## config.mk

```make
export PLATFORM = sky130hd
export DESIGN_NAME = seq_signed_mul
export DESIGN_NICKNAME = d
export VERILOG_FILES = /design/src/rtl/seq_mul_pkg.sv /design/src/rtl/twos_negate.sv /design/src/rtl/seq_signed_mul.sv
export SDC_FILE = /design/constraint.sdc
export NUM_CORES = 1
export LEC_CHECK = 0
export ABC_AREA = 1
export CAP_MARGIN = 30
export CORE_MARGIN = 2
export CORE_UTILIZATION = 65
export DETAILED_ROUTE_END_ITERATION = 8
export DONT_BUFFER_PORTS = 1
export PLACE_DENSITY = 0.87
export REMOVE_ABC_BUFFERS = 1
export SLEW_MARGIN = 0
export SYNTH_ARGS = -nofsm -noshare
export SYNTH_HDL_FRONTEND = slang
export SYNTH_SLANG_ARGS = --single-unit
```

## constraint.sdc

```tcl
create_clock -name CLK -period 3.7 [get_ports CLK]
set_clock_uncertainty 0.1 [all_clocks]
set_input_delay 0.555 -clock CLK [delete_from_list [all_inputs] [get_ports CLK]]
set_output_delay 0.555 -clock CLK [all_outputs]
set_load 0.01 [all_outputs]
```

## src/rtl/seq_mul_pkg.sv

```systemverilog
// Shared types for the sequential signed multiplier.
// State encoding and step-counter sizing.
package seq_mul_pkg;

   typedef enum logic [2:0] {
      IDLE,
      NEGA,
      NEGB,
      MUL,
      FIX,
      DONE
   } state_t;

   localparam int SEQ_MUL_BITS = 4;
   localparam int STEP_W = $clog2(SEQ_MUL_BITS);

   // Counter width for a given operand width; never narrower than 1 bit.
   function automatic int step_w(input int bits);
      return (bits < 2) ? 1 : $clog2(bits);
   endfunction

endpackage

```

## src/rtl/twos_negate.sv

```systemverilog
// Combinational W-bit two's-complement negator.
// Shared by operand magnitude and product sign fix-up.
module twos_negate #(
   parameter int W = 8
) (
   input  logic [W-1:0] x,
   output logic [W-1:0] y
);

   assign y = ~x + W'(1);

endmodule

```

## src/rtl/seq_signed_mul.sv

```systemverilog
// Sequential signed shift-add multiplier, fixed BITS+3 latency.
// Optional unsigned mode via SEQ_MUL_UNSIGNED_EN (adds Uns port).
module seq_signed_mul
   import seq_mul_pkg::*;
#(
   parameter int BITS = 4
) (
   input  logic              CLK,
   input  logic              RST,
   input  logic [BITS-1:0]   A,
   input  logic [BITS-1:0]   B,
   input  logic              Start,
`ifdef SEQ_MUL_UNSIGNED_EN
   input  logic              Uns,
`endif
   output logic [2*BITS-1:0] P,
   output logic              Busy,
   output logic              Done
);

   localparam int PW = 2 * BITS;
   localparam int SW = step_w(BITS);

   state_t            state;
   logic [BITS-1:0]   a_q;
   logic [BITS-1:0]   b_q;
   logic              sgn;
   logic              uns_q;
   logic              uns_in;
   logic [BITS-1:0]   mcand;
   logic [BITS-1:0]   mplier;
   logic [PW-1:0]     acc;
   logic [SW-1:0]     step;
   logic [PW-1:0]     neg_in;
   logic [PW-1:0]     neg_out;
   logic [PW-1:0]     addend;

`ifdef SEQ_MUL_UNSIGNED_EN
   assign uns_in = Uns;
`else
   assign uns_in = 1'b0;
`endif

   // Only one state at a time drives the shared negator.
   always_comb begin
      neg_in = '0;
      unique case (state)
         NEGA:    neg_in = {{BITS{a_q[BITS-1]}}, a_q};
         NEGB:    neg_in = {{BITS{b_q[BITS-1]}}, b_q};
         FIX:     neg_in = acc;
         default: neg_in = '0;
      endcase
   end

   twos_negate #(.W(PW)) u_neg (
      .x (neg_in),
      .y (neg_out)
   );

   assign addend = {{BITS{1'b0}}, mcand} << step;

   always_ff @(posedge CLK) begin
      if (RST) begin
         state  <= IDLE;
         a_q    <= '0;
         b_q    <= '0;
         sgn    <= 1'b0;
         uns_q  <= 1'b0;
         mcand  <= '0;
         mplier <= '0;
         acc    <= '0;
         step   <= '0;
         P      <= '0;
         Busy   <= 1'b0;
         Done   <= 1'b0;
      end else begin
         unique case (state)
            IDLE: begin
               if (Start) begin
                  a_q   <= A;
                  b_q   <= B;
                  uns_q <= uns_in;
                  sgn   <= (A[BITS-1] ^ B[BITS-1]) & ~uns_in;
                  Busy  <= 1'b1;
                  state <= NEGA;
               end
            end
            NEGA: begin
               mcand <= (a_q[BITS-1] & ~uns_q) ?
                        neg_out[BITS-1:0] : a_q;
               state <= NEGB;
            end
            NEGB: begin
               mplier <= (b_q[BITS-1] & ~uns_q) ?
                         neg_out[BITS-1:0] : b_q;
               acc    <= '0;
               step   <= '0;
               state  <= MUL;
            end
            MUL: begin
               if (mplier[0])
                  acc <= acc + addend;
               mplier <= mplier >> 1;
               step   <= step + SW'(1);
               if (step == SW'(BITS - 1))
                  state <= FIX;
            end
            FIX: begin
               P     <= sgn ? neg_out : acc;
               Done  <= 1'b1;
               state <= DONE;
            end
            DONE: begin
               Done  <= 1'b0;
               Busy  <= 1'b0;
               state <= IDLE;
            end
            default: state <= IDLE;
         endcase
      end
   end

endmodule
```

==> run metrics <==
status=completed; post-synth top area cell=dfxtp_1; CTS tree=built; dpl cell area=2310 um^2; ranking of synthesized cells by area=dfxtp_1 (35%), nand2_1 (13%), a21oi_1 (9.4%); Cells after Synth=~320; Max Fclk=411.1 MHz; io pins=21; Worst Path Max Fanout=12; Crit Path Class=flip-flop to flip-flop; 1st-pass router iterations=5; area of the mapped netlist=2297 um^2; Buffers & Inverters on Critical Path=2; Finished Layout Cells=366; Most used DFF post-synth=dfxtp_1; worst vdd ir=approximately 0.00031 V; initial antenna violation count=0; H-tree levels=2; Slew Viols, Final=0; period utilization=0.6574; Yosys cell types=35; startpoint types=flip-flop; Seq pwr share=0.511; Req. time, crit path=3880 ps; vias per cell=5.866; clock latency on the worst-skew pair=350 ps; HPWL Detailed=3832 um; Post-synth EDFFs=0; Synth Register Bits=40; largest net degree at the start of global routing=33; Hold Crit Class=input pin to flip-flop; CP Cell Sequence=nor2_4, nand2_2, inv_2, nand2_1, nand3_2, inv_1, ha_1, nand2_1, nor2_2, nand3_1, nand3_1, nand2_1, a21oi_1; Final Hold Fails=0; Ys Warns=0; global-route wire length before repair=8756 um; layout cells sized above 1=0.1188; Internal Power=655.1 uW; root buffer cell=clkbuf_4; Die ar.=about 4000 um^2; Psw=297.3 uW; Leak=~1.0 nW; Post-Syn Area per Cell=7.134 um^2; DR iter-0 viols=166; FFs w/ async S/R, synth=0; CTS resizes=0; Final Critical Period=about 2400 ps; Die Y=63.45 um; Worst path most repeated cell=nand2_1; cell with the most instances after synthesis=nand2_1; Net count, final=340; Num CTS Buffers=5; clk sinks=40; row cnt=21; core area=between 3000 and 4000 um^2; clock transition at the registers of the reported paths=about 130 ps; average wire per standard cell=14.23 um; Initial Util=0.6830; PortBufs=0; P per Cell Area=399.2 nW/um^2; Design Area, Final=2386 um^2; Least-Margin Pin Slew=515.3 ps; global route total overflow=0; max-cap violation count=0; final wirelength=5209 um; RSZ-0062 raised after global routing=false; antenna-violating nets left=0; CTS max path bufs=2; Slew HR=0.6560; slowest stage cell, crit path=dfxtp_1; vias in the first global route=1921; Post-CTS Setup Bufs=0; CP top delay family=simple AND/OR/NAND/NOR gates; antenna fix cells=0; final setup fails=0; die width=around 63 um; switching share of total power=0.3122; Worst Setup End Kind=flip-flop; top cells by count, synth=nand2_1 (81), a21oi_1 (43), dfxtp_1 (40); register area share after synthesis=0.3486; Area Growth Syn to Fin=3.867%; Gate power share=0.190; largest stage delay on the critical path=660 ps; setup_tns=0 ps; DRC violations left=0; gr usage total=0.2766; via count=approximately 2100; Clk network pwr share=0.299; GP Congestion=0.9180; Placed Instances=358; Overall Power=around 950 uW; post-synth top area share=0.3486; cts hold-fix bufs=0; Worst EP arrival=2620 ps
==> per-layer routing <==
| layer | share of wire | GRT usage | vias up |
|---|---|---|---|
| met5 | 0 | 0 | - |
| met4 | 0.018 | 0.09239 | 0 |
| met3 | 0.061 | 0.06964 | 13 |
| met2 | 0.48 | 0.4592 | 78 |
| met1 | 0.44 | 0.3499 | 982 |
| li1 | - | - | 1074 |
==> sequential cells by signal (all words and copies together), names as in the netlist <==
name    count
b_q         4
Busy        1
state       3
sgn         1
acc         8
P           8
mplier      4
mcand       4
a_q         4
step        2
Done        1
==> cells by family (layout without fill, tap and decap cells) <==
logic type,count (synthesis),in the layout,share of synthesized area
compound gates,77,77,0.1776
fa+ha+maj,10,10,0.05774
flops,40,40,0.3486
simple gates,143,143,0.3143
xor+xnor,2,2,0.007627
mux,3,3,0.01307
buf+inv,47,45,0.08116
==> worst register-to-register path, stage by stage (launching register included) <==
cell	delay [ps]
dfxtp_1	660
nor2_4	150
nand2_2	220
inv_2	110
nand2_1	120
nand3_2	150
inv_1	90
ha_1	150
nand2_1	100
nor2_2	130
nand3_1	80
nand3_1	80
nand2_1	70
a21oi_1	160
==> power groups by stage <==
stage                     Sequential (mW)  Combinational (mW)  Clock, mW
after global placement              0.494               0.174          0
after CTS                           0.486               0.179      0.287
after global routing                0.489               0.205      0.308
after detailed placement            0.496               0.178          0
after floorplan                     0.488               0.146          0
final                               0.487               0.181      0.285
==> cell usage in the layout (no fill, tap or decap), types with 2 or more instances in the layout <==
| cell | synthesis | routed |
|---|---|---|
| nand2_1 | 81 | 81 |
| inv_1 | 28 | 28 |
| inv_2 | 8 | 8 |
| nand4_1 | 6 | 6 |
| nor2_4 | 6 | 6 |
| nand2_4 | 3 | 3 |
| o22ai_1 | 2 | 2 |
| ha_1 | 9 | 9 |
| o21ai_1 | 4 | 4 |
| clkbuf_4 | 0 | 5 |
| nor2_2 | 4 | 4 |
| a21oi_1 | 43 | 43 |
| nand3_1 | 22 | 22 |
| nor2_1 | 9 | 9 |
| o21ai_0 | 18 | 18 |
| o211ai_1 | 3 | 3 |
| mux2i_1 | 3 | 3 |
| nand2_2 | 4 | 4 |
| a31oi_1 | 5 | 5 |
| dfxtp_1 | 40 | 40 |
==> through the flow <==
stage	hold WS, ps	worst slack, ps	util
floorplan	323.2	1628	-
global placement	342.4	1461	0.6868
detailed placement	350.8	1270	0.6868
CTS	151.0	1250	0.7094
global route	137.8	993.9	0.7094
finish	152.4	1268	0.7094
==> area by class of cell <==
class                           count  area [um^2]
Clock buffer                        6        41.29
Clock inverter                      2        35.03
Fill cell                         306        977.2
Inverter                           37        141.4
Multi-Input combinational cell    235         1310
Sequential cell                    40        800.8
Tap cell                           46        57.56
==> path summary, 6_finish.rpt <==
| path | from | endpoint | slack, ps | cells past startpoint |
|---|---|---|---|---|
| min | RST | P[7]$_SDFFE_PP0N_ | 150 | 1 |
| max reg2reg | state[0]$_SDFFE_PP0P_ | P[6]$_SDFFE_PP0N_ | 1270 | 13 |
| min reg2reg | a_q[0]$_SDFFE_PP0P_ | a_q[0]$_SDFFE_PP0P_ | 370 | 2 |
| max | state[0]$_SDFFE_PP0P_ | P[6]$_SDFFE_PP0N_ | 1270 | 13 |
Note: power is estimated with default switching activity, not from simulation.
